===== config.mk =====
export PLATFORM = sky130hd
export DESIGN_NAME = slv_guard_rst_ctrl
export DESIGN_NICKNAME = d
export VERILOG_FILES = /design/src/rtl/slv_guard_rst_ctrl.sv
export SDC_FILE = /design/constraint.sdc
export NUM_CORES = 1
export LEC_CHECK = 0
export CAP_MARGIN = 20
export CORE_MARGIN = 2
export CORE_UTILIZATION = 60
export CTS_CLUSTER_DIAMETER = 200
export CTS_CLUSTER_SIZE = 16
export DETAILED_ROUTE_END_ITERATION = 8
export DONT_BUFFER_PORTS = 1
export GPL_ROUTABILITY_DRIVEN = 0
export GPL_TIMING_DRIVEN = 0
export PLACE_DENSITY = 0.79
export RECOVER_POWER = 25
export SETUP_SLACK_MARGIN = 0.05
export SKIP_LAST_GASP = 1
export SYNTH_ARGS = -nofsm -noshare
export SYNTH_HDL_FRONTEND = slang
export SYNTH_SLANG_ARGS = --single-unit
export TNS_END_PERCENT = 30

===== constraint.sdc =====
create_clock -name clk_i -period 5.26 [get_ports clk_i]
set_input_delay 0.789 -clock clk_i [delete_from_list [all_inputs] [get_ports clk_i]]
set_output_delay 0.789 -clock clk_i [all_outputs]
set_load 0.05 [all_outputs]

===== src/rtl/slv_guard_rst_ctrl.sv =====
// Recovery sequencer for guarded subordinates: collects fault edges, then walks one subordinate at a
// time (round-robin) through isolate -> drain -> reset -> release and reports completion/timeouts.
module slv_guard_rst_ctrl #(
  parameter int NumSub   = 1,
  parameter int CntWidth = 8,
  parameter int RstHold  = 4,
  localparam int IdxW    = (NumSub > 1) ? $clog2(NumSub) : 1
) (
  input  logic                clk_i,
  input  logic                rst_i,
  input  logic                enable_i,
  input  logic [NumSub-1:0]   fault_i,
  input  logic [CntWidth-1:0] drain_budget_i,
  input  logic [CntWidth-1:0] rst_budget_i,
  output logic [NumSub-1:0]   isolate_o,
  input  logic [NumSub-1:0]   isolated_i,
  output logic [NumSub-1:0]   rst_req_o,
  input  logic [NumSub-1:0]   rst_stat_i,
  output logic                busy_o,
  output logic [IdxW-1:0]     cur_idx_o,
  output logic                irq_o,
  output logic                err_o,
  input  logic                irq_clr_i
);

  typedef enum logic [2:0] {
    ST_IDLE,
    ST_ISOLATE,
    ST_RESET,
    ST_WAIT,
    ST_RELEASE
  } state_t;

  localparam logic [CntWidth-1:0] HoldLast = CntWidth'(RstHold - 1);

  state_t              state;
  logic [NumSub-1:0]   fault_q;
  logic [NumSub-1:0]   pending;
  logic [IdxW-1:0]     sel;
  logic [IdxW-1:0]     rr_ptr;
  logic [CntWidth-1:0] timer;

  logic [NumSub-1:0]   sel_mask;
  logic [NumSub-1:0]   set_mask;
  logic [NumSub-1:0]   clr_mask;
  logic [CntWidth-1:0] timer_inc;
  logic [IdxW-1:0]     rr_next;
  logic                hold_met;
  logic                arb_found;
  logic [IdxW-1:0]     arb_idx;
  logic [IdxW-1:0]     cand;

  assign sel_mask  = NumSub'(1) << sel;
  assign timer_inc = (timer == '1) ? timer : timer + 1'b1;
  assign hold_met  = (timer >= HoldLast);
  assign rr_next   = (sel == IdxW'(NumSub - 1)) ? '0 : sel + 1'b1;

  // The subordinate currently being serviced cannot re-arm itself; its bit clears on release.
  assign set_mask = enable_i
                  ? (fault_i & ~fault_q & ~((state != ST_IDLE) ? sel_mask : '0))
                  : '0;
  assign clr_mask = (state == ST_RELEASE) ? sel_mask : '0;

  // Round-robin pick: first pending bit at or after rr_ptr, wrapping.
  always_comb begin
    // NOTE: every variable written here gets a default first, so no path leaves it holding its old value (no latch).
    arb_found = 1'b0;
    arb_idx   = '0;
    cand      = '0;
    for (int k = 0; k < NumSub; k++) begin
      cand = IdxW'((int'(rr_ptr) + k) % NumSub);
      if (!arb_found && pending[cand]) begin
        arb_found = 1'b1;
        arb_idx   = cand;
      end
    end
  end

  // NOTE: all registers use non-blocking assignment, so every branch below reads pre-edge values.
  always_ff @(posedge clk_i) begin
    if (rst_i) begin
      state     <= ST_IDLE;
      fault_q   <= '0;
      pending   <= '0;
      sel       <= '0;
      rr_ptr    <= '0;
      timer     <= '0;
      isolate_o <= '0;
      rst_req_o <= '0;
      busy_o    <= 1'b0;
      cur_idx_o <= '0;
      irq_o     <= 1'b0;
      err_o     <= 1'b0;
    end else begin
      fault_q <= fault_i;
      pending <= (pending & ~clr_mask) | set_mask;

      // A set later in this block overrides the clear: the last non-blocking write wins.
      if (irq_clr_i) begin
        irq_o <= 1'b0;
        err_o <= 1'b0;
      end

      case (state)
        ST_IDLE: begin
          if (arb_found) begin
            sel       <= arb_idx;
            cur_idx_o <= arb_idx;
            isolate_o <= NumSub'(1) << arb_idx;
            busy_o    <= 1'b1;
            timer     <= '0;
            state     <= ST_ISOLATE;
          end
        end

        ST_ISOLATE: begin
          if (isolated_i[sel]) begin
            rst_req_o <= sel_mask;
            timer     <= '0;
            state     <= ST_RESET;
          end else if (timer == drain_budget_i) begin
            err_o     <= 1'b1;
            rst_req_o <= sel_mask;
            timer     <= '0;
            state     <= ST_RESET;
          end else begin
            timer <= timer_inc;
          end
        end

        ST_RESET: begin
          // Budget is only honoured once the minimum hold is met; >= keeps a budget shorter
          // than the hold from leaving the sequencer stuck.
          if (hold_met && rst_stat_i[sel]) begin
            rst_req_o <= '0;
            timer     <= '0;
            state     <= ST_WAIT;
          end else if (hold_met && (timer >= rst_budget_i)) begin
            err_o     <= 1'b1;
            rst_req_o <= '0;
            timer     <= '0;
            state     <= ST_WAIT;
          end else begin
            timer <= timer_inc;
          end
        end

        ST_WAIT: begin
          if (!rst_stat_i[sel]) begin
            isolate_o <= '0;
            timer     <= '0;
            state     <= ST_RELEASE;
          end else if (timer == rst_budget_i) begin
            err_o     <= 1'b1;
            isolate_o <= '0;
            timer     <= '0;
            state     <= ST_RELEASE;
          end else begin
            timer <= timer_inc;
          end
        end

        ST_RELEASE: begin
          irq_o     <= 1'b1;
          rr_ptr    <= rr_next;
          busy_o    <= 1'b0;
          cur_idx_o <= '0;
          timer     <= '0;
          state     <= ST_IDLE;
        end

        default: begin
          isolate_o <= '0;
          rst_req_o <= '0;
          busy_o    <= 1'b0;
          cur_idx_o <= '0;
          timer     <= '0;
          state     <= ST_IDLE;
        end
      endcase
    end
  end

endmodule


# Word-level counts from Yosys, hierarchy flattened
# Index checks and enable logic that the tools add are counted.
# classes
multipliers	0
bitwise	10
magnitude_cmp	2
n_div	0
mux	43
eq_ne	11
reduce_logical	12
add_sub_neg	1
n_shift	0
# op_table
operator	count
8-bit 2-to-1 mux	8
8-bit case mux with 4 select lines	1
1-bit 2-to-1 mux	21
3-bit 2-to-1 mux	7
8-bit equality test	2
3-bit case mux with 4 select lines	1
3-bit != test (second input constant)	3
1-bit case mux with 3 select lines	3
3-bit OR reduction	3
8-bit by 1-bit adder with 8-bit output (second input constant)	1
8-bit equality test (second input constant)	1
8-bit by 2-bit greater-or-equal comparator with 1-bit output (second input constant)	1
8-bit greater-or-equal comparator	1
3-bit by 2-bit equality test with 1-bit output (second input constant)	2
1-bit NOT	6
3-bit AND reduction	2
1-bit case mux with 2 select lines	2
4-bit AND reduction	1
1-bit bitwise AND	3
3-bit by 1-bit equality test with 1-bit output (second input constant)	1
3-bit equality test (second input constant)	1
3-bit logical NOT	1
3-bit nonzero test	1
1-bit logical AND	2
4 further kinds	4
# totals
inputBits	23
out_inout_bits	6
register_bits	19
latch_bits	0
wordCells	89
mem_bits_rw	0
mem_count	0
romBits	0

# Longest topological paths before layout
# Gate-level depths: netlist (run 1).
# logic_depth
depth_word	6
mapped_depth	9
depth_no_buf	8

# Least setup slack after synthesis (run 1)
# OpenSTA, ideal clock, no wires.
# synth_timing
kind	input -> register
start	in rst_budget_i[0]
end	reg timer[1]
slack_ps	2789
arrival_time_ps	2397
path_stages	8
setup_time_ps	74
t_required_ps	5186
path_buffers	1
path_cell_list	ha_1 nand2b_1 a2111oi_4 o32ai_2 o211ai_4 buf_6 nand3_1 a31oi_1
# synth_between
elab_chain_cells	5
word_cells_on_any_way	8
classes_between	order compare (1); eq/ne (1); mux (5); reduce/logical (1)
# synth_lines
item	line_no	source
start, declared	14	input logic [CntWidth-1:0] rst_budget_i,
8-bit greater-or-equal comparator	138	end else if (hold_met && (timer >= rst_budget_i)) begin
1-bit logical AND	138	
8-bit 2-to-1 mux	138	
8-bit 2-to-1 mux	134	if (hold_met && rst_stat_i[sel]) begin
8-bit case mux with 4 select lines (*)	104	case (state)
end signal, assigned	127	timer <= timer_inc;
end signal, assigned	144	timer <= timer_inc;
end signal, assigned	159	timer <= timer_inc;
end, declared	41	logic [CntWidth-1:0] timer;
# Every way passes the cells marked *; elsewhere a longest branch is shown, timed or not.
# A chain may end at the register's enable or synchronous reset.

# Worst setup path in the final report (run 1)
# layout_timing
start	reg timer[0]
end	reg timer[1]
# layout_between
elab_chain_cells	5
word_cells_on_any_way	16
classes_between	add/sub (1); order compare (2); eq/ne (3); mux (8); reduce/logical (2)
# layout_lines
item	line_no	source
8-bit by 1-bit adder with 8-bit output, or another cell as far along	54	assign timer_inc = (timer == '1) ? timer : timer + 1'b1;
8-bit 2-to-1 mux or 1-bit logical AND (tied branches)	54, 138	
8-bit 2-to-1 mux, on equally long branches	153, 121, 138	
8-bit 2-to-1 mux, on equally long branches	149, 117, 134	
8-bit case mux with 4 select lines (*)	104	
# Marks and branches as above.

==> results of run 1 <==
-- sequential cells by signal, summed over array words and instances (netlist names) --
signal     cells
timer          8
fault_q        1
rst_req_o      1
pending        1
err_o          1
isolate_o      1
busy_o         1
state          3
irq_o          1
-- synthesized netlist by cell type, types with 2 or more instances --
cell type,number,area (µm²)
nand4_1,6,37.5
nor2b_1,2,12.5
or4_1,2,15.0
and3_2,2,15.0
nor2_1,17,63.8
ha_1,9,113
a2bb2oi_1,2,17.5
o21a_1,3,22.5
a211oi_1,2,15.0
buf_6,2,22.5
a21oi_1,17,85.1
xnor2_1,8,70.1
clkbuf_1,2,7.51
inv_1,12,45.0
nor3_1,6,30.0
o21ai_0,6,30.0
nor4_1,2,12.5
nand2b_1,4,25.0
o31ai_1,2,15.0
nand3_1,5,25.0
o21bai_1,2,15.0
nand2_1,8,30.0
dfxtp_1,18,360
a31oi_1,3,18.8
-- how the worst max path moves through the flow --
| stage | endpoint | startpoint | cells past startpoint |
|---|---|---|---|
| 5_1_grt | timer[7] | timer[0] | 9 |
| 3_3_place_gp | err_o | rst_budget_i[7] | 8 |
| 2_1_floorplan | timer[1] | rst_budget_i[0] | 8 |
| 6_report | timer[1] | timer[0] | 9 |
| 3_5_place_dp | err_o | rst_budget_i[6] | 8 |
| 4_1_cts | timer[1] | timer[0] | 9 |
-- area by class of cell --
type	count	area, µm²
buffer	7	45.0
clock buffer	4	36.3
fill	175	633
inverter	12	45.0
multi-input combinational	125	843
sequential	18	360
tap	27	33.8
timing repair buffer	1	5.00
-- routing by layer --
layer | part of all wire [%] | wire [µm]
met5 | 0 | 0
met4 | 1.3 | 37
met1 | 45 | 1320
met3 | 5.5 | 159
met2 | 48 | 1380
-- stage by stage --
step / power (µW) / hold WS [ns] / cells / cell area (µm²) / setup WS [ns]
4_1_cts: 597 / 0.561 / 194 / 1380 / 2.82
3_5_place_dp: 511 / 0.552 / 190 / 1340 / 2.59
3_3_place_gp: 493 / 0.545 / 189 / 1340 / 2.64
5_1_grt: 639 / 0.593 / 194 / 1370 / 2.65
2_1_floorplan: 449 / 0.498 / 162 / 1310 / 2.79
6_report: 599 / 0.560 / 194 / 1370 / 2.80
-- logic make-up after synthesis --
group	share of synthesized area, %
AND/OR/NAND/NOR	24.1
AO/OA/AOI/OAI	26.3
buffers and inverters	7.77
flip-flops	27.6
adder cells (fa/ha/maj)	8.63
XOR/XNOR	5.37
other	0.287
-- worst min-delay path: cells and delay by family, from the launching register on --
| family | cells | cell delay [ns] |
|---|---|---|
| flops | 1 | 0.39 |
| simple gates | 1 | 0.08 |
| compound gates | 1 | 0.05 |
-- power by group through the flow --
stage	clock, µW	combinational, µW	sequential [µW]
final	88.6	275	235
after detailed placement	0	272	239
after global routing	94.4	304	240
after floorplan	0	219	230
after CTS	88.4	273	235
after global placement	0	256	237
==> flow_summary.ini, run 1 <==
[outcome]
outcome = finished clean

[finish]
final_core_util_pct = 68.4
diodes = 0
areaGrowthSynthToFinish_pct = 4.89
drive_gt1_share_pct = 11.4
fin_nets = 200
final_common_cell = dfxtp_1
final_cell_mix = dfxtp_1, nor2_1, a21oi_1, inv_1, ha_1

[synthesis]
yosys.cell_types.count = 44
synth_ff_type = dfxtp_1
async_reset_ff_share_pct = 0
syn_nets = 194
synth_edf_count = 0
yosysSeqAreaShare_pct = 27.6
synth_warnings = 0
yosys_register_bits = 18
synth_cells = 162
avgSynthCellArea_um2 = 8.06
synth.cell_area_mm2 = 0.00131

[pwr]
p_int_uw = 318
p_leak_uw = 0.000518
pwr-share-seq_pct = 39.3
power_frac_comb_pct = 45.9
p_switching_uw = 281
p_sw_share_pct = 46.9
powerDensity_mw_per_mm2 = 437
ir_drop_uv = 329
power_frac_clock_pct = 14.8

[global_route]
grt_overflow_total = 0
use_met2_pct = 42.8
antenna_found_initial = 0
grt_pass1_wl_mm = 4.97
use_met3_pct = 4.76
top_usage_layer = met2
grt_usage_pct = 25.4
grtUsageMet1_pct = 33.0
grt_pass1_vias = 1114
grt_max_degree = 11

[critical_path]
ff2ff_path_depth = 9
endpoint_kind = flop
crit_fanout = 10
r2r-end = timer[1]
cp_data_required_time_ns = 5.50
path_buf_inv = 2
r2r_start = timer[0]
worstSetupStartpointType = flop
critical_path.max_stage_delay_ns = 0.46
slowest_stage = dfxtp_1
worstSetupPathType = flop to flop
crit_chain = inv_1, ha_1, nand2b_1, a2111oi_4, o32ai_2, o211ai_4, buf_6, nand3_1, a31oi_1
r2r_slack_ns = 2.80
crit_family = compound AO/OA/AOI/OAI gates
critPathArrivalTime_ns = 2.70

[clocking]
cts_root_buffer = clkbuf_4
clkLatencyLatePin_ns = 0.30
cts_hold_buf = 0
cts-buffers-inserted = 3
post-cts-setup-buffers = 0
path_clk_slew_ns = 0.11
cts.path.max_buffers = 2
tritoncts = done
numClockSinks = 18
h-tree-depth = 1
ctsResizeCount = 0

[timing]
rsz0062_at_grt = false
timing.final.crit_share_pct = 46.7
setup_viol = 0
hold_viol = 0
fin_crit_ns = 2.46
relSlewSlack_pct = 54.6
setup-tns-final_ns = 0
maxSlewViolCount = 0
fin_worst_skew_ns = 0.00360
max_freq_ghz = 0.407
worst_pin_slew_ns = 0.675

[detailed_routing]
vias_per_cell = 6.08
wl_mm = 2.90
drc_errors = 0
drt_iter0_drc = 20
antenna_left = 0
num_vias = 1179
dr.pass1.iters = 4
wire_per_inst_um = 15.0

[worst_hold_path]
hold_end = timer[0]
min_path_cells = 2
worstHoldPathType = flop to flop
hp-start = timer[0]

[floorplan]
die_x_um = 50.6
io_pins = 29
initial_utilization_pct = 65.2
rows = 16
die_y_um = 50.6
die_area_mm2 = 0.00256
core_mm2 = 0.00200

[placed_design]
numPortBuffers = 0
hpwl_mm = 2.26

[run]
cap_violations = 0
No activity file was read; power rests on OpenSTA's default activity.
==> run 2: changes to the inputs <==
--- a/config.mk
+++ b/config.mk
@@ -5,16 +5,17 @@
 export SDC_FILE = /design/constraint.sdc
 export NUM_CORES = 1
 export LEC_CHECK = 0
+export ABC_AREA = 1
 export CAP_MARGIN = 20
 export CORE_MARGIN = 2
-export CORE_UTILIZATION = 60
+export CORE_UTILIZATION = 56
 export CTS_CLUSTER_DIAMETER = 200
 export CTS_CLUSTER_SIZE = 16
 export DETAILED_ROUTE_END_ITERATION = 8
 export DONT_BUFFER_PORTS = 1
 export GPL_ROUTABILITY_DRIVEN = 0
 export GPL_TIMING_DRIVEN = 0
-export PLACE_DENSITY = 0.79
+export PLACE_DENSITY = 0.77
 export RECOVER_POWER = 25
 export SETUP_SLACK_MARGIN = 0.05
 export SKIP_LAST_GASP = 1
==> constraint.sdc (replaced) <==
create_clock -name clk_i -period 2.25 [get_ports clk_i]
set_input_delay 0.3375 -clock clk_i [delete_from_list [all_inputs] [get_ports clk_i]]
set_output_delay 0.3375 -clock clk_i [all_outputs]
set_load 0.05 [all_outputs]
==> flow_summary.ini, run 2 <==
[detailed_routing]
drt_iter0_drc = 42
dr.pass1.iters = 4
wl_mm = 3.04
wire_per_inst_um = 12.0
antenna_left = 0
num_vias = 1331
vias_per_cell = 5.24
drc_errors = 0

[finish]
fin_nets = 259
final_common_cell = nand2_1
drive_gt1_share_pct = 8.41
regMostFlops = timer
largest_reg_flops = 8
nFillCells = 233
largestRegisters = timer x8, state x3
final_core_util_pct = 63.8
areaGrowthSynthToFinish_pct = 5.03
diodes = 0
final_cell_mix = nand2_1, inv_1, nor2_1, dfxtp_1, a21oi_1

[pwr]
p_int_uw = 524
p_switching_uw = 329
power_frac_comb_pct = 27.7
power_frac_clock_pct = 23.4
p_sw_share_pct = 38.6
ir_drop_uv = 535
pwr-share-seq_pct = 48.8
p_leak_uw = 0.000729
powerDensity_mw_per_mm2 = 594

[critical_path]
cpMostUsedCell = nor2_1
critical_path.max_stage_delay_ns = 0.43
worstSetupPathType = flop to flop
crit_fanout = 5
critPathArrivalTime_ns = 2.11
ff2ff_path_depth = 9
cp_data_required_time_ns = 2.41
r2r_slack_ns = 0.30
r2r_start = timer[0]
endpoint_kind = flop
slowest_stage = dfxtp_1
worstSetupStartpointType = flop
r2r-end = isolate_o
crit_chain = inv_1, ha_1, nand4_1, nor2_1, nor2_1, nor2_1, nand4_1, nand2_1, a21oi_1

[clocking]
cts_hold_buf = 0
post-cts-setup-buffers = 0
ctsResizeCount = 0
path_clk_slew_ns = 0.10
clkLatencyLatePin_ns = 0.30
tritoncts = done
numClockSinks = 18
h-tree-depth = 1
cts.path.max_buffers = 2
cts_root_buffer = clkbuf_4
cts-buffers-inserted = 3

[floorplan]
die_y_um = 53.4
die_area_mm2 = 0.00286
rows = 17
initial_utilization_pct = 60.7
io_pins = 29
core_mm2 = 0.00225
die_x_um = 53.4

[synthesis]
yosysTopAreaCell = dfxtp_1
synth_warnings = 0
synthAdderAreaFrac_pct = 8.23
avgSynthCellArea_um2 = 6.17
synth_common_cells = nand2_1, inv_1, dfxtp_1, nor2_1, a21oi_1
synth.cell_area_mm2 = 0.00137
yosysSeqAreaShare_pct = 26.3
yosys.cell_types.count = 29
yosysMostFrequentCell = nand2_1
synth_top_family_by_area = simple AND/OR/NAND/NOR gates
synth_compound_area_share_pct = 13.7
yosys_register_bits = 18
synth-xor-area-share_pct = 2.56
async_reset_ff_share_pct = 0
synth_ff_type = dfxtp_1
synth_edf_count = 0
synthTopCellsByArea = dfxtp_1, nand2_1, inv_1
synth_mux_area_share_pct = 0
synth_cells = 222
synth_top_area_share_pct = 26.3
synth-simple-area-share_pct = 37.1
syn_nets = 254

[worst_hold_path]
hp-start = fault_i
worstHoldPathType = input port to flop
min_path_cells = 2
hold_end = fault_q

[timing]
relSlewSlack_pct = 65.0
maxSlewViolCount = 0
worst_pin_slew_ns = 0.525
max_freq_ghz = 0.514
fin_crit_ns = 1.95
setup-tns-final_ns = 0
setup_viol = 0
fin_worst_skew_ns = 0.00895
rsz0062_at_grt = false
timing.final.crit_share_pct = 86.5
hold_viol = 0

[global_route]
grt_usage_pct = 23.8
grt_overflow_total = 0
grt_pass1_wl_mm = 5.00
grt_max_degree = 11
grt_pass1_vias = 1241
antenna_found_initial = 0

[outcome]
outcome = finished clean

[placed_design]
hpwl_mm = 2.39
numPortBuffers = 0

[run]
cap_violations = 0
-- run 2: cell count changes after synthesis, moves of 3 or more --
cell,change
inv_1,+23
a21oi_2,+3
nand2b_1,-4
inv_2,+4
nand3_1,+7
nand2_1,+64
xnor2_1,-5
o21a_1,-3
nor3_1,-4
-- run 2: how the worst max path moves through the flow --
stage	startpoint	end	slack [ns]	cells past startpoint
floorplan	timer[7]	state[1]	0.69	12
global placement	timer[0]	timer[1]	0.42	11
detailed placement	timer[0]	timer[3]	0.34	11
CTS	timer[0]	isolate_o	0.33	9
global route	timer[0]	isolate_o	0.14	9
finish	timer[0]	isolate_o	0.30	9
-- run 2: power groups by stage --
| stage | registers (µW) | logic [µW] | clock network [µW] |
|---|---|---|---|
| after floorplan | 418 | 189 | 0 |
| after global placement | 423 | 225 | 0 |
| after detailed placement | 425 | 233 | 0 |
| after CTS | 418 | 235 | 204 |
| after global routing | 421 | 273 | 212 |
| final | 417 | 237 | 200 |
-- run 2: final cells by class --
cell class                      instances  area [µm²]  share of cell area, %
Multi-Input combinational cell        162         845                   58.7
Sequential cell                        18         360                   25.1
Inverter                               39         146                   10.2
Clock buffer                            4        36.3                   2.52
Tap cell                               28        35.0                   2.44
Buffer                                  3        15.0                   1.04
-- run 2: logic make-up (layout without fill, tap and decap cells) --
logic type | Yosys count | after routing
other | 1 | 1
and+or+nand+nor | 116 | 116
buffers and inverters | 42 | 46
xor gates and xnor gates | 4 | 4
AOI/OAI and AO/OA | 32 | 32
DFF | 18 | 18
adders and majority gates | 9 | 9
-- run 2: per-stage QoR --
| step | worst slack [ns] | power (µW) | hold slack, ns | area [µm²] | instances |
|---|---|---|---|---|---|
| global route | 0.142 | 907 | 0.192 | 1440 | 254 |
| detailed placement | 0.344 | 658 | 0.467 | 1400 | 250 |
| finish | 0.304 | 853 | 0.167 | 1440 | 254 |
| floorplan | 0.691 | 607 | 0.453 | 1370 | 222 |
| CTS | 0.330 | 857 | 0.158 | 1440 | 254 |
| global placement | 0.416 | 648 | 0.459 | 1400 | 250 |
-- run 2: layer usage --
layer  GRT usage, %  part of all wire, %  routed length, µm  vias to the layer above
li1               -                    -                  -                      709
met1           30.2                   45               1370                      563
met2           40.1                   47               1420                       51
met3           7.34                  7.2                220                        8
met4           3.42                  1.1                 32                        0
met5              0                    0                  0                        -
-- run 2: worst max-delay path: cells and delay by family, from the launching register on --
family	cells	cell delay, ns
simple gates	6	0.89
flops	1	0.43
buf+inv	1	0.14
fa+ha+maj	1	0.30
compound gates	1	0.07
==> run 3: changes to the inputs <==
--- a/config.mk
+++ b/config.mk
@@ -8,14 +8,14 @@
 export ABC_AREA = 1
 export CAP_MARGIN = 20
 export CORE_MARGIN = 2
-export CORE_UTILIZATION = 56
+export CORE_UTILIZATION = 60
 export CTS_CLUSTER_DIAMETER = 200
 export CTS_CLUSTER_SIZE = 16
 export DETAILED_ROUTE_END_ITERATION = 8
 export DONT_BUFFER_PORTS = 1
 export GPL_ROUTABILITY_DRIVEN = 0
 export GPL_TIMING_DRIVEN = 0
-export PLACE_DENSITY = 0.77
+export PLACE_DENSITY = 0.79
 export RECOVER_POWER = 25
 export SETUP_SLACK_MARGIN = 0.05
 export SKIP_LAST_GASP = 1
==> constraint.sdc (replaced) <==
create_clock -name clk_i -period 2.5 [get_ports clk_i]
set_input_delay 0.375 -clock clk_i [delete_from_list [all_inputs] [get_ports clk_i]]
set_output_delay 0.375 -clock clk_i [all_outputs]
set_load 0.05 [all_outputs]
==> flow_summary.ini, run 3 (synthesis gave the netlist of run 2 again) <==
[finish]
regArea_um2 = 360
drive_gt1_share_pct = 8.41
final_common_cell = nand2_1
areaGrowthSynthToFinish_pct = 5.03
multi_input_comb_area_um2 = 845
diodes = 0
largest_reg_flops = 8
nFillCells = 207
final_cell_mix = nand2_1, inv_1, nor2_1, dfxtp_1, a21oi_1
fin_nets = 259
regMostFlops = timer
largestRegisters = timer x8, state x3

[floorplan]
rows = 17
io_pins = 29
die_y_um = 51.8
initial_utilization_pct = 62.5
die_area_mm2 = 0.00268
core_mm2 = 0.00219
die_x_um = 51.8

[global_route]
grt_pass1_vias = 1287
use_met2_pct = 44.2
top_usage_layer = met2
grt_overflow_total = 0
grt_pass1_wl_mm = 5.22
grt_max_degree = 11
grtUsageMet1_pct = 31.1
grt_usage_pct = 25.4
antenna_found_initial = 0
use_met3_pct = 5.46

[placed_design]
numPortBuffers = 0
hpwl_mm = 2.33

[clocking]
cts.path.max_buffers = 2
cts_root_buffer = clkbuf_4
cts_hold_buf = 0
tritoncts = done
post-cts-setup-buffers = 0
numClockSinks = 18
ctsResizeCount = 0
h-tree-depth = 1
clkLatencyLatePin_ns = 0.30
cts-buffers-inserted = 3
path_clk_slew_ns = 0.10

[pwr]
power_frac_clock_pct = 23.4
p_switching_uw = 293
powerDensity_mw_per_mm2 = 532
p_sw_share_pct = 38.3
p_leak_uw = 0.000729
p_int_uw = 472
pwr-share-seq_pct = 48.8
power_frac_comb_pct = 27.8
ir_drop_uv = 508

[timing]
timing.final.crit_share_pct = 76.5
setup_viol = 0
hold_viol = 0
rsz0062_at_grt = false
worst_pin_slew_ns = 0.514
fin_worst_skew_ns = 0.00472
setup-tns-final_ns = 0
relSlewSlack_pct = 65.7
max_freq_ghz = 0.523
maxSlewViolCount = 0
fin_hold_ws_ns = 0.196
fin_crit_ns = 1.91

[outcome]
outcome = finished clean

[detailed_routing]
dr.pass1.iters = 4
vias_per_cell = 5.33
wl_mm = 2.98
drc_errors = 0
drt_iter0_drc = 48
wire_per_inst_um = 11.7
num_vias = 1355
antenna_left = 0

[critical_path]
cp_data_required_time_ns = 2.68
worstSetupStartpointType = flop
crit_chain = inv_1, ha_1, nand4_1, nor2_1, nor2_1, nand2_1, nand2_1, nand2_2, nand2_4, nand2_1, a21oi_2
cpMostUsedCell = nand2_1
critical_path.max_stage_delay_ns = 0.42
slowest_stage = dfxtp_1
crit_fanout = 9
worstSetupPathType = flop to flop
endpoint_kind = flop
critPathArrivalTime_ns = 2.09

[run]
cap_violations = 0

[worst_hold_path]
worstHoldPathType = input port to flop
run 3: critical path: cells and delay by family (launching register included):
kind            cells  cell delay, ns
buf+inv             1            0.13
fa+ha+maj           1            0.29
flops               1            0.42
compound gates      1            0.06
simple gates        8            0.89
run 3: power groups by stage:
| stage | Clock [µW] | Sequential [µW] | Combinational (µW) |
|---|---|---|---|
| after floorplan | 0 | 376 | 170 |
| after global placement | 0 | 380 | 201 |
| after detailed placement | 0 | 381 | 210 |
| after CTS | 183 | 374 | 214 |
| after global routing | 193 | 377 | 242 |
| final | 179 | 373 | 213 |
run 3: area by class of cell:
type	instances	share of cell area, %
tap	28	2.44
inverter	39	10.2
sequential	18	25.1
buffer	3	1.04
clock buffer	4	2.52
multi-input combinational	162	58.7
run 3: metal layers:
layer,wire [µm],up-vias,share of wire [%]
li1,-,708,-
met1,1260,594,42
met2,1410,45,47
met3,243,8,8.2
met4,57,0,1.9
met5,0,-,0
run 3: path summary, 6_finish.rpt:
path / startpoint / to / slack (ns) / cells after the start
worst max-delay path: timer[0] / state[1] / 0.59 / 11
worst min-delay path: fault_i / fault_q / 0.20 / 2
worst max register to register: timer[0] / state[1] / 0.59 / 11
worst min register to register: fault_q / pending / 0.50 / 2
run 3: through the flow:
| stage | utilization, % | power (µW) | instances | worst slack [ns] | cell area, µm² |
|---|---|---|---|---|---|
| 6_report | 65.6 | 765 | 254 | 0.588 | 1440 |
| 5_1_grt | 65.6 | 812 | 254 | 0.410 | 1440 |
| 4_1_cts | 65.7 | 770 | 254 | 0.618 | 1440 |
| 3_5_place_dp | 64.1 | 591 | 250 | 0.642 | 1400 |
| 3_3_place_gp | 64.1 | 582 | 250 | 0.664 | 1400 |
| 2_1_floorplan | - | 547 | 222 | 0.904 | 1370 |
